**config.mk**
```make
export PLATFORM = sky130hd
export DESIGN_NAME = ipa_tile_ctx_loader
export DESIGN_NICKNAME = d
export VERILOG_FILES = /design/src/rtl/ipa_tile_ctx_loader.sv
export SDC_FILE = /design/constraint.sdc
export NUM_CORES = 1
export LEC_CHECK = 0
export CORE_MARGIN = 2
export CORE_UTILIZATION = 40
export DETAILED_ROUTE_END_ITERATION = 12
export MAX_ROUTING_LAYER = met4
export SLEW_MARGIN = 25
export SYNTH_ARGS = -nofsm -noshare
export SYNTH_HDL_FRONTEND = slang
export SYNTH_SLANG_ARGS = --single-unit
```
**constraint.sdc**
```tcl
create_clock -name Clk -period 3 [get_ports Clk]
set_input_delay 0.6 -clock Clk [delete_from_list [all_inputs] [get_ports Clk]]
set_output_delay 0.6 -clock Clk [all_outputs]
set_load 0.01 [all_outputs]
```
**src/rtl/ipa_tile_ctx_loader.sv**
```systemverilog
// Per-tile context unpacker: snoops the DMA context-write bus and unpacks the
// 20-bit instruction stream and packed 32-bit constants into tile memories.
// Ports:
//   Clk, Reset (async, active-low)
//   wr_en_i/wr_addr_i/wr_data_i : DMA broadcast beat
//   exec_en_i                   : all-tiles-loaded pulse
//   imem_we_o/addr_o/data_o     : 4-lane instruction write port
//   cmem_we_o/addr_o/data_o     : 2-word constant write port
//   inst_count_o, exec_start_o, err_o : load status and launch
module ipa_tile_ctx_loader #(
  parameter int TILE_ID     = 0,
  parameter int INST_DEPTH  = 64,
  parameter int CONST_DEPTH = 32
) (
  input  logic        Clk,
  input  logic        Reset,
  input  logic        wr_en_i,
  input  logic [22:0] wr_addr_i,
  input  logic [63:0] wr_data_i,
  input  logic        exec_en_i,
  output logic [3:0]  imem_we_o,
  output logic [6:0]  imem_addr_o,
  output logic [79:0] imem_data_o,
  output logic        cmem_we_o,
  output logic [4:0]  cmem_addr_o,
  output logic [63:0] cmem_data_o,
  output logic [6:0]  inst_count_o,
  output logic        exec_start_o,
  output logic        err_o
);

  typedef enum logic [1:0] {
    IDLE = 2'd0,
    LOAD = 2'd1,
    DONE = 2'd2
  } state_e;

  localparam logic [7:0] IDEP = 8'(INST_DEPTH);
  localparam logic [5:0] CDEP = 6'(CONST_DEPTH);

  state_e      st_q, st_d, st_e;
  logic [18:0] res_q, res_d, res_e;
  logic [4:0]  rlen_q, rlen_d, rlen_e;
  logic [7:0]  iptr_q, iptr_d, iptr_e;
  logic [6:0]  exp_q, exp_d, exp_e;
  logic [6:0]  cnt_q, cnt_d;
  logic        err_q, err_d;
  logic [3:0]  iwe_q, iwe_d;
  logic [6:0]  iadr_q, iadr_d;
  logic [79:0] idat_q, idat_d;
  logic        cwe_q, cwe_d;
  logic [4:0]  cadr_q, cadr_d;
  logic [63:0] cdat_q, cdat_d;
  logic        start_q, start_d;

  logic        acc_ok, ib, cb, idx0;
  logic [5:0]  idx;
  logic [3:0]  cidx;
  logic [82:0] acc;
  logic        four;
  logic [7:0]  ladr;

  assign acc_ok = wr_en_i && wr_addr_i[TILE_ID];
  assign ib     = acc_ok && !wr_addr_i[16];
  assign cb     = acc_ok && wr_addr_i[16];
  assign idx    = wr_addr_i[22:17];
  assign cidx   = wr_addr_i[20:17];
  assign idx0   = ib && (idx == 6'd0);

  // New beat lands above the residual bits; 4 instructions once r >= 16.
  assign acc  = ({19'd0, wr_data_i} << rlen_e) | {64'd0, res_q & {19{!idx0}}};
  assign four = (rlen_e >= 5'd16);

  always_comb begin
    st_e   = idx0 ? LOAD : st_q;
    rlen_e = idx0 ? 5'd0 : rlen_q;
    res_e  = idx0 ? 19'd0 : res_q;
    iptr_e = idx0 ? 8'd0 : iptr_q;
    exp_e  = idx0 ? 7'd0 : exp_q;
    st_d    = st_e;
    rlen_d  = rlen_e;
    res_d   = res_e;
    iptr_d  = iptr_e;
    exp_d   = exp_e;
    cnt_d   = idx0 ? 7'd0 : cnt_q;
    err_d   = idx0 ? 1'b0 : err_q;
    iwe_d   = '0;
    iadr_d  = '0;
    idat_d  = '0;
    cwe_d   = 1'b0;
    cadr_d  = '0;
    cdat_d  = '0;
    start_d = 1'b0;
    ladr    = '0;

    if (ib) begin
      if (st_e == LOAD && {1'b0, idx} == exp_e) begin
        for (int k = 0; k < 4; k++) begin
          ladr = iptr_e + 8'(k);
          if (k < 3 || four) begin
            if (ladr < IDEP) begin
              iwe_d[k]          = 1'b1;
              idat_d[20*k +: 20] = acc[20*k +: 20];
            end else begin
              err_d = 1'b1;
            end
          end
        end
        if (four) begin
          res_d  = acc[82:80] == 3'd0 ? 19'd0 : {16'd0, acc[82:80]};
          rlen_d = rlen_e - 5'd16;
          iptr_d = iptr_e + 8'd4;
        end else begin
          res_d  = acc[78:60];
          rlen_d = rlen_e + 5'd4;
          iptr_d = iptr_e + 8'd3;
        end
        if (iwe_d != 4'd0) iadr_d = iptr_e[6:0];
        cnt_d = (iptr_d >= IDEP) ? IDEP[6:0] : iptr_d[6:0];
        if (iptr_d >= IDEP && INST_DEPTH == 128) cnt_d = 7'd127;
        exp_d = exp_e + 7'd1;
      end else begin
        err_d = 1'b1;
      end
    end

    if (cb) begin
      if (st_e == DONE || {1'b0, cidx, 1'b0} >= CDEP) begin
        err_d = 1'b1;
      end else begin
        cwe_d  = 1'b1;
        cadr_d = {cidx, 1'b0};
        cdat_d = wr_data_i;
      end
    end

    // Trailing pad bits are dropped at launch.
    if (exec_en_i) begin
      rlen_d = 5'd0;
      res_d  = 19'd0;
      if (st_d != IDLE) begin
        st_d    = DONE;
        start_d = !err_d && (cnt_d != 7'd0);
      end
    end
  end

  always_ff @(posedge Clk or negedge Reset) begin
    if (!Reset) begin
      st_q    <= IDLE;
      res_q   <= '0;
      rlen_q  <= '0;
      iptr_q  <= '0;
      exp_q   <= '0;
      cnt_q   <= '0;
      err_q   <= 1'b0;
      iwe_q   <= '0;
      iadr_q  <= '0;
      idat_q  <= '0;
      cwe_q   <= 1'b0;
      cadr_q  <= '0;
      cdat_q  <= '0;
      start_q <= 1'b0;
    end else begin
      st_q    <= st_d;
      res_q   <= res_d;
      rlen_q  <= rlen_d;
      iptr_q  <= iptr_d;
      exp_q   <= exp_d;
      cnt_q   <= cnt_d;
      err_q   <= err_d;
      iwe_q   <= iwe_d;
      iadr_q  <= iadr_d;
      idat_q  <= idat_d;
      cwe_q   <= cwe_d;
      cadr_q  <= cadr_d;
      cdat_q  <= cdat_d;
      start_q <= start_d;
    end
  end

  assign imem_we_o    = iwe_q;
  assign imem_addr_o  = iadr_q;
  assign imem_data_o  = idat_q;
  assign cmem_we_o    = cwe_q;
  assign cmem_addr_o  = cadr_q;
  assign cmem_data_o  = cdat_q;
  assign inst_count_o = cnt_q;
  assign exec_start_o = start_q;
  assign err_o        = err_q;

endmodule

```
==> results of run 1 <==
==> report_power, final <==
| group | internal [mW] | switching, mW |
|---|---|---|
| sequential | 2.85 | 0.0115 |
| combinational | 0.385 | 0.490 |
| clock | 1.82 | 1.22 |
| total | 5.05 | 1.72 |
==> cell type report <==
type	instances	area share, %
Clock buffer	36	3.77
Multi-Input combinational cell	1085	37.0
Timing Repair Buffer	589	27.7
Inverter	25	0.521
Sequential cell	210	27.7
Tap cell	402	2.65
Clock inverter	7	0.548
==> synthesized netlist by cell type (26+ instances only) <==
library cell	number
nor3_1	42
buf_2	26
dfrtp_1	210
o211ai_1	34
mux2_2	29
and2_1	74
a21oi_1	74
nor2_1	138
o22ai_1	39
clkbuf_1	79
mux2i_1	55
nand3_1	33
a31oi_1	29
o21ai_0	67
nand2_1	147
==> path summary, 6_finish.rpt <==
check / slack (ns) / to / startpoint / depth (start not counted)
max: 0.09 / imem_data_o[12] / wr_addr_i[21] / 13
min: 0.02 / cmem_we_o / Reset / 1
max reg2reg: 0.30 / imem_data_o[56] / rlen_q[0] / 9
min reg2reg: 0.50 / res_q[5] / res_q[5] / 2
max in group asynchronous: 2.12 / imem_addr_o[4] / Reset / 2
min in group Clk: 0.50 / res_q[5] / res_q[5] / 2
==> stage by stage <==
stage,hold slack [ns],setup slack [ns]
floorplan,0.304,-0.260
global placement,0.468,-0.615
detailed placement,0.482,-0.659
CTS,0.0238,0.0118
global route,0.0333,-0.0126
finish,0.0186,0.0883
==> critical path, cell delays in order <==
cell and delay, ns:
clkdlybuf4s50_1 0.43, or4_1 0.53, buf_4 0.20, nor3_4 0.13, buf_4 0.23, buf_4 0.24, a21oi_1 0.06, nor2_1 0.21
o21ai_0 0.13, buf_4 0.17, buf_4 0.14, mux2i_1 0.15, o21ai_0 0.09
==> cell families after synthesis <==
kind of cell / after synthesis / synth area share [%]
and+or+nand+nor: 527 / 20.0
AOI/OAI and AO/OA: 447 / 24.6
DFF: 210 / 41.1
buffers and inverters: 157 / 5.17
muxes: 87 / 7.38
xor gates and xnor gates: 20 / 1.37
adders and majority gates: 3 / 0.293
other: 1 / 0.0293
==> flip-flops by register name (all words and copies together), names as in the netlist <==
name	count
exec_start_o	1
cmem_addr_o	4
rlen_q	5
imem_data_o	80
inst_count_o	7
cmem_data_o	64
cmem_we_o	1
imem_we_o	4
imem_addr_o	7
exp_q	7
err_o	1
st_q	2
res_q	19
iptr_q	8
==> metal layers <==
layer,global-route usage [%],share of wire [%]
met2,55.8,46
met3,4.43,6.6
met1,45.0,42
met5,-,0
met4,16.1,5.2
==> repair_timing <==
item                                    CTS  global route
endpoints found under the setup margin    4            55
pin swaps                                 1             2
gates resized for setup                   3            13
cloned                                    0             0
setup buffers                             0             2
==> out/metrics.cfg, run 1 <==
[setup_path]
critPathMaxFanout = 14
critPathLaunchType = input pin
crit_required_ns = 3.42
arrival_ns = 3.33
endpoint_kind = flip-flop
path_class = in -> reg

[synthesis]
ys_ff_latch = 210
ys.flop_type = dfrtp_1
async_flop_share_pct = 100
synth_area_um2 = 12800
synth_top_area_share_pct = 41.1
netlist_top_cells_area = dfrtp_1 (41%), nand2_1 (4.3%), mux2i_1 (4.3%), nor2_1 (4.0%), and2_1 (3.6%)
synth_edf_count = 0
yosysSeqAreaShare_pct = 41.1
synth.distinct_cells = 91
synth_cells = 1452
synth_warnings = 0
yosysTopAreaCell = dfrtp_1
synth_nets = 1546
postSynthAreaPerCell_um2 = 8.81

[cts]
clk_latency_ns = 0.55
cts_made_buffers = 24
clk_pin_slew_worst_paths_ns = 0.06
root_buffer = clkbuf_16
htreeDepth = 1
clock-sinks = 210
ctsHoldBuffers = 0
clockBufferDepth = 3
cts_tree = done

[route]
wl_per_cell_um = 24.4
drc = 0
vias_per_cell = 5.91
vias = 13900
wl_um = 57400
dr.pass1.iters = 6
final_antenna_net_count = 0
drt_iter0_drc = 1306

[sta]
tns_ns = 0
slew_headroom_pct = 59.2
min_period_ns = 2.91
setup_viol = 0
period_share_pct = 97.1
finalHoldViolations = 0
fin_worst_skew_ns = 0.0135
worstMarginPinSlew_ns = 0.609
max_freq_mhz = 343
slew_violations = 0
rsz0062_at_grt = yes

[power_and_ir_drop]
finalPower_mw = 6.77
ir_worst_vdd_mv = 0.452
power.density_nw_per_um2 = 357
leakage_nw = 8.27

[global_route]
grt_pass1_vias = 13900
antenna_found_initial = 0
grt-ovfl-total = 0
grt_max_degree = 69
grtUsageTotal_pct = 35.1
grt_pass1_wl_um = 86200

[layout]
multiInputGateArea_um2 = 7020
fillers = 2863
regArea_um2 = 5260
diodes = 0
area_growth_pct = 48.2
final_area_um2 = 19000
final_cell_mix = buf_4 (326), clkdlybuf4s50_1 (241), dfrtp_1 (208), nand2_1 (144), nor2_1 (136)
finish.utilization_pct = 60.1
drive_above_1_share_pct = 24.6
fin_cells = 2354
layout_commonest_cell = buf_4
nets = 2029

[place]
gp_congestion = 0.990
hpwlAfterDp_um = 44300
dp_cells = 2309
dpl_cell_area_um2 = 18100
portBuffers = 244

[floorplan]
die-area_um2 = 33400
floorplan.initialDensity_pct = 40.5
die_w_um = 183
rows = 65
core_um2 = 31600
io_pins = 261
die_h_um = 183

[status]
outcome = complete, no violations

[run]
maxCapViolations = 0

[hold_path]
hold_class = in -> async

Note: power is estimated with default switching activity, not from simulation.
==> inputs of run 2 (changes only) <==
REMOVE_ABC_BUFFERS = 1   (was not set)
clock period = 3.5 ns   (was 3 ns; I/O delays follow)
==> out/metrics.cfg, run 2 (synthesis results as in run 1) <==
[status]
outcome = complete, no violations

[sta]
slew_violations = 0  ; unchanged
rsz0062_at_grt = no
slew_headroom_pct = 43.7  ; -16 points
period_share_pct = 93.0
min_period_ns = 3.25
max_freq_mhz = 307
finalHoldViolations = 0  ; unchanged
fin_worst_skew_ns = 0.00750  ; -0.00602 ns
worstMarginPinSlew_ns = 0.841  ; +0.233 ns
setup_viol = 0  ; unchanged

[layout]
finish.utilization_pct = 57.8  ; -2.2 points
diodes = 0  ; unchanged
drive_above_1_share_pct = 20.9  ; -3.8 points
layout_commonest_cell = buf_4
largest_reg_flops = 80  ; unchanged
area_growth_pct = 42.7
final_cell_mix = buf_4 (261), clkdlybuf4s50_1 (243), dfrtp_1 (208), nand2_1 (147), nor2_1 (136)
nets = 1958  ; -3.5%
fin_cells = 2282  ; -3.1%

[route]
wl_per_cell_um = 24.9  ; +2.2%
wl_um = 56800  ; -0.93%
drt_iter0_drc = 1414  ; +8.3%
dr.pass1.iters = 5  ; -1
drc = 0  ; unchanged
final_antenna_net_count = 0  ; unchanged
vias_per_cell = 5.97  ; +1.0%
vias = 13600  ; -2.1%

[setup_path]
critPathMaxFanout = 21  ; +7
cpPeakStageDelay_ns = 0.50  ; -0.03 ns
critPathLaunchType = input pin
crit_chain = clkdlybuf4s50_1, or4_1, buf_4, nor3_4, buf_12, o211ai_1, mux2_2, o21ai_1, o22ai_1
crit_required_ns = 3.90  ; +0.48 ns
crit_path_top_delay_cell = or4_1
cp_num_buf_inv = 3  ; -3
path_class = in -> reg
crit_family = compound AO/OA/AOI/OAI gates
arrival_ns = 3.65  ; +0.32 ns
reg2reg_slack_ns = 0.46  ; +0.16 ns
endpoint_kind = flip-flop

[floorplan]
die_h_um = 183  ; unchanged
rows = 65  ; unchanged
floorplan.initialDensity_pct = 40.5  ; unchanged
die-area_um2 = 33400  ; unchanged
io_pins = 261  ; unchanged
core_um2 = 31600  ; unchanged
die_w_um = 183  ; unchanged

[place]
gp_congestion = 0.969  ; -2.2%
hpwlAfterDp_um = 43800  ; -0.96%
portBuffers = 244  ; unchanged
dp_cells = 2241  ; -2.9%

[global_route]
grt_pass1_wl_um = 85100  ; -1.2%
grt_pass1_vias = 13200  ; -5.3%
antenna_found_initial = 1  ; +1
grtUsageTotal_pct = 34.7  ; -0.36 points
grt-ovfl-total = 0  ; unchanged
grt_max_degree = 72  ; +4.3%

[cts]
root_buffer = clkbuf_16
clk_latency_ns = 0.53  ; -0.02 ns
cts_resized = 0  ; -3
cts_made_buffers = 23  ; -4.2%
htreeDepth = 1  ; unchanged
clock-sinks = 210  ; unchanged
post_cts_buffers = 0  ; unchanged
ctsHoldBuffers = 0  ; unchanged
clk_pin_slew_worst_paths_ns = 0.06  ; about the same
cts_tree = done
clockBufferDepth = 3  ; unchanged

[hold_path]
hold_class = in -> async

[power_and_ir_drop]
power.density_nw_per_um2 = 313  ; -12%
leakage_nw = 7.90  ; -4.5%
ir_worst_vdd_mv = 0.315  ; -30%

[run]
maxCapViolations = 0  ; unchanged

==> run 2: per-layer routing <==
layer | track usage [%] | wire length, µm
met5 | - | 0
met4 | 15.4 | 2920
met3 | 4.15 | 4180
met2 | 54.3 | 25800
met1 | 45.6 | 24000
==> run 2: report_power, final <==
part	leakage [nW]	total, mW	switching (mW)	internal, mW
registers	2.92	2.45	0.0103	2.44
logic	4.59	0.714	0.407	0.307
clock network	0.397	2.56	0.999	1.56
total	7.90	5.72	1.42	4.30
==> run 2: area by class of cell <==
type	count	area, µm²
Fill cell	2836	13300
Multi-Input combinational cell	1085	6910
Sequential cell	210	5260
Timing Repair Buffer	519	4690
Clock buffer	32	669
Tap cell	402	503
Clock inverter	9	131
Inverter	25	95.1
==> run 2: final timing paths <==
kind,start,end,depth (start not counted)
max in group asynchronous,Reset,iptr_q[7],2
min in group Clk,exp_q[6],exp_q[6],1
setup reg to reg,rlen_q[0],imem_data_o[21],8
hold / removal,Reset,cmem_data_o[41],1
setup / recovery,wr_addr_i[17],imem_data_o[59],9
hold reg to reg,exp_q[6],exp_q[6],1
==> run 2: per-stage QoR <==
step	worst slack [ns]	TNS [ns]	hold slack (ns)	total power [mW]	cell area (µm²)
2_1_floorplan	-2.21	-204.00	0.404	2.73	12200
3_5_place_dp	-0.220	-5.65	0.493	3.20	17500
4_1_cts	0.341	0	0.224	5.77	18300
5_1_grt	0.172	0	0.251	5.92	18300
3_3_place_gp	-0.217	-3.77	0.494	3.20	17500
6_report	0.247	0	0.215	5.72	18300
